==> src/rtl/counter_sequencer.sv <==
// Prescaled up-counter with a run/pause/done sequencer, optional auto-reload
// and a saturating wrap counter. All outputs are registered.
module counter_sequencer #(
  parameter int unsigned WIDTH      = 5,
  parameter int unsigned PRESCALE_W = 4
) (
  input  logic                  clk,
  input  logic                  rst,
  input  logic                  start,
  input  logic                  pause,
  input  logic                  abort,
  input  logic [WIDTH-1:0]      limit,
  input  logic [PRESCALE_W-1:0] prescale,
  input  logic                  auto_reload,
  output logic [WIDTH-1:0]      count,
  output logic                  busy,
  output logic                  paused,
  output logic                  done,
  output logic [7:0]            wraps
);

  typedef enum logic [1:0] {
    IDLE,
    RUN,
    PAUSE,
    DONE
  } state_e;

  state_e                state_q;
  logic [WIDTH-1:0]      count_q;
  logic [WIDTH-1:0]      limit_q;
  logic [PRESCALE_W-1:0] presc_q;
  logic [PRESCALE_W-1:0] prescale_q;
  logic                  auto_q;
  logic                  busy_q;
  logic                  paused_q;
  logic                  done_q;
  logic [7:0]            wraps_q;

  logic                  step_d;
  logic [WIDTH-1:0]      count_inc_d;
  logic [7:0]            wraps_inc_d;

  always_comb begin
    step_d      = (presc_q == prescale_q);
    count_inc_d = count_q + 1'b1;
    wraps_inc_d = (wraps_q == 8'hFF) ? wraps_q : wraps_q + 8'd1;
  end

  always_ff @(posedge clk) begin
    if (rst) begin
      state_q    <= IDLE;
      count_q    <= '0;
      limit_q    <= '0;
      presc_q    <= '0;
      prescale_q <= '0;
      auto_q     <= 1'b0;
      busy_q     <= 1'b0;
      paused_q   <= 1'b0;
      done_q     <= 1'b0;
      wraps_q    <= '0;
    end else begin
      done_q <= 1'b0;
      unique case (state_q)
        IDLE, DONE: begin
          if (abort) begin
            state_q  <= IDLE;
            count_q  <= '0;
            presc_q  <= '0;
            busy_q   <= 1'b0;
            paused_q <= 1'b0;
          end else if (start) begin
            limit_q    <= limit;
            prescale_q <= prescale;
            auto_q     <= auto_reload;
            count_q    <= '0;
            presc_q    <= '0;
            wraps_q    <= '0;
            paused_q   <= 1'b0;
            // A zero limit is already reached: finish without running.
            if (limit != '0) begin
              state_q <= RUN;
              busy_q  <= 1'b1;
            end else begin
              state_q <= DONE;
              busy_q  <= 1'b0;
              done_q  <= 1'b1;
            end
          end
        end

        RUN: begin
          if (abort) begin
            state_q  <= IDLE;
            count_q  <= '0;
            presc_q  <= '0;
            busy_q   <= 1'b0;
            paused_q <= 1'b0;
          end else if (pause) begin
            state_q  <= PAUSE;
            paused_q <= 1'b1;
          end else if (step_d) begin
            presc_q <= '0;
            if (count_q < limit_q) begin
              count_q <= count_inc_d;
              if (count_inc_d == limit_q) begin
                done_q <= 1'b1;
                if (!auto_q) begin
                  state_q <= DONE;
                  busy_q  <= 1'b0;
                end
              end
            end else begin
              // Only reachable with auto-reload: the step after hitting limit wraps.
              count_q <= '0;
              wraps_q <= wraps_inc_d;
            end
          end else begin
            presc_q <= presc_q + 1'b1;
          end
        end

        PAUSE: begin
          if (abort) begin
            state_q  <= IDLE;
            count_q  <= '0;
            presc_q  <= '0;
            busy_q   <= 1'b0;
            paused_q <= 1'b0;
          end else if (!pause) begin
            state_q  <= RUN;
            paused_q <= 1'b0;
          end
        end

        default: state_q <= IDLE;
      endcase
    end
  end

  assign count  = count_q;
  assign busy   = busy_q;
  assign paused = paused_q;
  assign done   = done_q;
  assign wraps  = wraps_q;

endmodule

==> config.mk <==
export PLATFORM = sky130hd
export DESIGN_NAME = counter_sequencer
export DESIGN_NICKNAME = d
export VERILOG_FILES = /design/src/rtl/counter_sequencer.sv
export SDC_FILE = /design/constraint.sdc
export NUM_CORES = 1
export LEC_CHECK = 0
export CORE_MARGIN = 2
export CORE_UTILIZATION = 45
export CTS_CLUSTER_DIAMETER = 200
export CTS_CLUSTER_SIZE = 24
export DETAILED_ROUTE_END_ITERATION = 8
export GPL_ROUTABILITY_DRIVEN = 0
export GPL_TIMING_DRIVEN = 1
export PLACE_DENSITY = 0.69
export SYNTH_ARGS = -nofsm -noshare
export SYNTH_HDL_FRONTEND = slang
export SYNTH_SLANG_ARGS = --single-unit
==> constraint.sdc <==
create_clock -name clk -period 2.4 [get_ports clk]
set_clock_uncertainty 0.2 [all_clocks]
set_input_delay 0.6 -clock clk [delete_from_list [all_inputs] [get_ports clk]]
set_output_delay 0.6 -clock clk [all_outputs]
set_load 0.03 [all_outputs]
Word level (Yosys, flattened, before mapping)
Cells that the tools add are included.

Add/sub/neg operators: 3. Reduce and logical (&&, ||, !) cells: 11. Mux-type cells: 62. Order comparisons: 1. Bitwise gates (word level): 1. Equality and inequality tests: 26.

Operators with widths (number): $mux W8 (7); $mux W5 (7); $mux W1 (24); $mux W4 (6); $ne A3 B3 Y1 const B (8); $mux W2 (11); $ne A2 B2 Y1 const B (8); $ne A4 B4 Y1 const B (4); $pmux W8 S2 (1); $pmux W5 S3 (1); $pmux W4 S3 (1); $reduce_and A3 Y1 (3); $add A8 B1 Y8 const B (1); $eq A8 B8 Y1 const B (1); $reduce_and A8 Y1 (1); $reduce_and A7 Y1 (1); $pmux W1 S3 (2); $pmux W2 S3 (1); $reduce_and A6 Y1 (1); $add A5 B1 Y5 const B (1); $eq A5 B5 Y1 (1); $lt A5 B5 Y1 (1); $reduce_bool A5 Y1 (1); $add A4 B1 Y4 const B (1); 9 further kinds (10).

Input bits: 15. Logic and storage cells: 114. Flip-flop bits (word level): 32.

Depth between registers and ports, before layout
Depth in word-level cells: 8. Mapped depth: 9. Mapped depth without buffers: 8.

Worst setup path before layout
No wires, ideal clock.

Path type: register -> register. Start: reg count_q[1] (netlist: count[1]). End: reg state_q[1]. Clock period less this slack: 2.474 ns. Library setup time: 0.121 ns. Cell stages (with the launch flop): 7. Data arrival time: 2.153 ns. Buffers on the path: 0. Path slack: -0.074 ns. Required time: 2.079 ns. Cells stage by stage: dfxtp_1 > ha_1 > nand3_1 > o311ai_0 > nor4_1 > o32ai_1 > mux2_2.

Cells in the longest elaborated chain, start to end: 4. Elaborated cells on any way between the ends: 6. Classes of those cells: add/sub (1); order compare (1); eq/ne (3); reduce/logical (1).

RTL lines: from (decl) (RTL line 30) `logic [WIDTH-1:0] count_q;`; from (signal assigned) (RTL line 105) `count_q <= count_inc_d;`; $add A5 B1 Y5 (RTL line 46) `count_inc_d = count_q + 1'b1;`; $eq A5 B5 Y1 (RTL line 106) `if (count_inc_d == limit_q) begin`; $ne A4 B4 Y1 (no line); $reduce_and A6 Y1 (no line) (*); to (signal assigned) (RTL line 52) `state_q <= IDLE;`; to (signal assigned) (RTL line 100) `state_q <= PAUSE;`; to (signal assigned) (RTL line 109) `state_q <= DONE;`; to (decl) (RTL line 29) `state_e state_q;`.

Every way passes the cells marked *; elsewhere a longest branch is shown, timed or not. A chain may end at the register's enable or synchronous reset.

Worst setup path in the final report
Start: in start. End: reg wraps_q[5] (netlist: wraps[5]).

Cells in the longest elaborated chain, start to end: 2.

RTL lines: from (decl) (RTL line 9) `input logic start,`; $ne A2 B2 Y1 (no line); $reduce_and A8 Y1 (no line); to (signal assigned) (RTL line 116) `wraps_q <= wraps_inc_d;`; to (decl) (RTL line 38) `logic [7:0] wraps_q;`.

Every way passes these cells.

==> flow_summary.yaml <==
run_status:
  run_status: "completed"
placement:
  io_buffer_count: 30
  dpl-instance-area_mm2: 0.00236
  detailedPlacementHpwl_um: 2960
  preCtsSetupSlack_ns: -0.103
logic_synthesis:
  netlist.area_leader.share_pct: 35.1
  dominantRegCellSynth: "dfxtp_1"
  post_synth_inst_count: 205
  syn_area_per_cell_um2: 8.89
  synth_top_area_cell: "dfxtp_1"
  synthesis.yosys.warnings: 0
  yosysUniqueCellTypes: 44
  yosys_register_bits: 32
  synth_sequential_area_ratio_pct: 35.1
  synth.area.top_cells: "dfxtp_1 35%, mux2i_1 7.7%, ha_1 7.5%"
  proportion_of_synthesized_flip_flops_having_asynchronous_set_or_reset_pct: 0
  mappedNetlistArea_mm2: 0.00182
  synth_nets: 231
  count_of_flip_flops_with_a_built_in_enable_after_synthesis: 0
floorplan:
  initial_utilization_pct: 46.2
  die_height_um: 67.7
  dieWidth_um: 67.7
  ports_placed_on_the_boundary: 31
  fp.coreArea_mm2: 0.00394
  row_count: 23
  die-area_mm2: 0.00458
sta:
  final.min_clock_period_ns: 2.33
  number_of_failing_setup_endpoints_in_the_final_timing_report: 0
  post-route-worst-setup-slack_ns: 0.0670
  final-hold-violation-count: 0
  fmax_mhz: 429
  max_slew_violation_total_from_the_final_report: 0
  worst_pin_slew_ns: 0.431
  layout_worst_path_cycle_share_pct: 97.2
  max-slew-margin-rel_pct: 71.2
  rsz0062_at_grt: "true"
critical_path:
  cpPeakStageDelay_ns: 0.47
  cp_num_cells: 7
  timing.critical_path.required_ns: 2.38
  arrival_ns: 2.31
  startpoint: "start"
  crit-reg2reg-launch: "count[0]"
  timing.critical_path.cells: "clkdlybuf4s50_1, nand2b_1, o2111a_1, nand4_1, a211oi_1, xnor2_1, nor2_1"
  r2r_endpoint: "wraps[6]"
  critical-path-slowest-cell: "clkdlybuf4s50_1"
  top_delay_family_on_crit_path: "compound AO/OA/AOI/OAI gates"
  setup.reg_to_reg.worst_slack_ns: 0.10
  setup.worst_path.end: "wraps[5]"
  criticalPathCategory: "input pin to flop"
  timing.critical_path.from_type: "input pin"
  worstPathMaxFanout: 5
  worst-r2r-cell-count: 8
  crit_buf_inv: 1
  setup.worst_path.end_class: "flop"
global_route:
  grt.total_usage_pct: 19.3
  antenna_violations_before_repair: 0
  first_pass_grt_wire_length_um: 6710
  grt_max_degree: 18
  globalRoute.totalOverflow: 0
  first_global_vias: 1521
cells_and_area:
  stdcell_area_mm2: 0.00248
  multi_input_logic_area_mm2: 0.00114
  finalCoreUtilization_pct: 62.9
  final-seq-area_um2: 641
  layout-drive-gt1-share_pct: 17.7
  final_nets: 286
  areaGrowthSynthToFinish_pct: 36.1
  n_antenna_cell: 0
  n_fill_cell: 341
clock_network:
  hold_fix_buffers_at_cts: 0
  tritoncts.num_buffers: 5
  cts.reportedPaths.clkPinSlew_ns: 0.06
  cts.htree.levels: 2
  tritoncts_num_sinks: 32
  clock_tree.buffer_depth: 2
  root_buffer: "clkbuf_8"
  cts_tree: "built"
  worst_skew_pair.late_latency_ns: 0.28
detailed_routing:
  firstDrtPassIters: 4
  route.vias.total: 1599
  detail_route.iter0.violations: 60
  via_per_inst: 5.16
  post-route-drc-count: 0
  drt.antenna.violating_nets: 0
  post_drt_wl_per_cell_um: 12.7
  totalWireLength_um: 3930
power_and_ir_drop:
  total_power_of_the_final_layout_uw: 1220
  powerDensity_mw_per_mm2: 493
  p_leak_uw: 0.00103
  power.ir.vdd_worst_mv: 0.277
job:
  drv_cap: 0
worst_hold_path:
  min-delay-path-class: "flop to flop"
report_power, final:
group | switching [µW] | leakage (µW) | internal [µW] | total [µW]
combinational | 115 | 0.000724 | 109 | 224
clock | 188 | 0.0000503 | 255 | 443
sequential | 10.5 | 0.000259 | 546 | 556
cells in the final DEF (no fill, tap or decap), types with 2 or more instances in the layout:
cell type / count
a211oi_2: 2
a21o_1: 2
a21oi_1: 11
a22o_1: 3
and3_1: 3
buf_4: 24
clkbuf_8: 7
clkdlybuf4s50_1: 30
dfxtp_1: 32
ha_1: 10
inv_1: 10
mux2i_1: 14
nand2_1: 12
nand2b_1: 3
nand3_1: 6
nand4_1: 4
nor2_1: 28
nor2b_1: 5
nor3_1: 6
nor4_1: 3
o22ai_1: 2
xnor2_1: 13
xor2_1: 5
per-layer routing:
metal	vias up	track usage, %	routed length (µm)
li1	839	-	-
met1	733	25.2	1930
met2	21	30.5	1840
met3	6	4.00	105
met4	0	8.67	57
met5	-	0	0
worst min-delay path by stage:
stage | start | to | cells after the start
global placement | busy | busy | 2
detailed placement | busy | busy | 2
floorplan | limit_q[0] | limit_q[0] | 2
CTS | busy | busy | 2
global route | busy | busy | 2
finish | busy | busy | 2
final cells by class:
| cell class | instances | area share, % |
|---|---|---|
| Clock buffer | 7 | 3.88 |
| Timing Repair Buffer | 55 | 20.2 |
| Tap cell | 50 | 2.52 |
| Inverter | 10 | 1.51 |
| Sequential cell | 32 | 25.8 |
| Multi-Input combinational cell | 156 | 46.1 |
synth_stat cells, types with 5 or more instances:
cell type / count
xnor2_1: 13
mux2i_1: 14
a21oi_1: 11
nor2b_1: 5
xor2_1: 5
nor2_1: 28
nor3_1: 6
inv_1: 10
ha_1: 11
nand3_1: 6
nand2_1: 12
dfxtp_1: 32
state kept, by name, summed over array words and instances (netlist names):
name and flops:
paused 1, done 1, state_q 2, wraps 8, limit_q 5, prescale_q 4
busy 1, presc_q 4, count 5, auto_q 1
logic make-up (layout without fill, tap and decap cells):
| group | Yosys count | in the layout | synth area share, % |
|---|---|---|---|
| adder cells (fa/ha/maj) | 11 | 11 | 7.55 |
| XOR/XNOR | 19 | 19 | 9.88 |
| AND/OR/NAND/NOR | 78 | 78 | 21.3 |
| flip-flops | 32 | 32 | 35.1 |
| AO/OA/AOI/OAI | 33 | 33 | 14.1 |
| multiplexers | 15 | 15 | 8.30 |
| buffers and inverters | 17 | 72 | 3.71 |
worst min-delay path: stages (launching register included):
cell	delay, ns
dfxtp_1	0.32
nand2b_1	0.06
mux2i_1	0.06
stage by stage:
step           std cells  setup TNS, ns  hold WS, ns
2_1_floorplan        205              0        0.268
3_3_place_gp         303         -0.207        0.271
3_5_place_dp         303         -0.475        0.280
4_1_cts              310              0        0.298
5_1_grt              310        -0.0957        0.313
6_report             310              0        0.289
what timing repair did:
action,in CTS,in global routing
setup buffers,0,0
hold endpoints to repair,0,0
gates resized for setup,0,7
endpoints found under the setup margin,0,5
No activity file was read; power rests on OpenSTA's default activity.
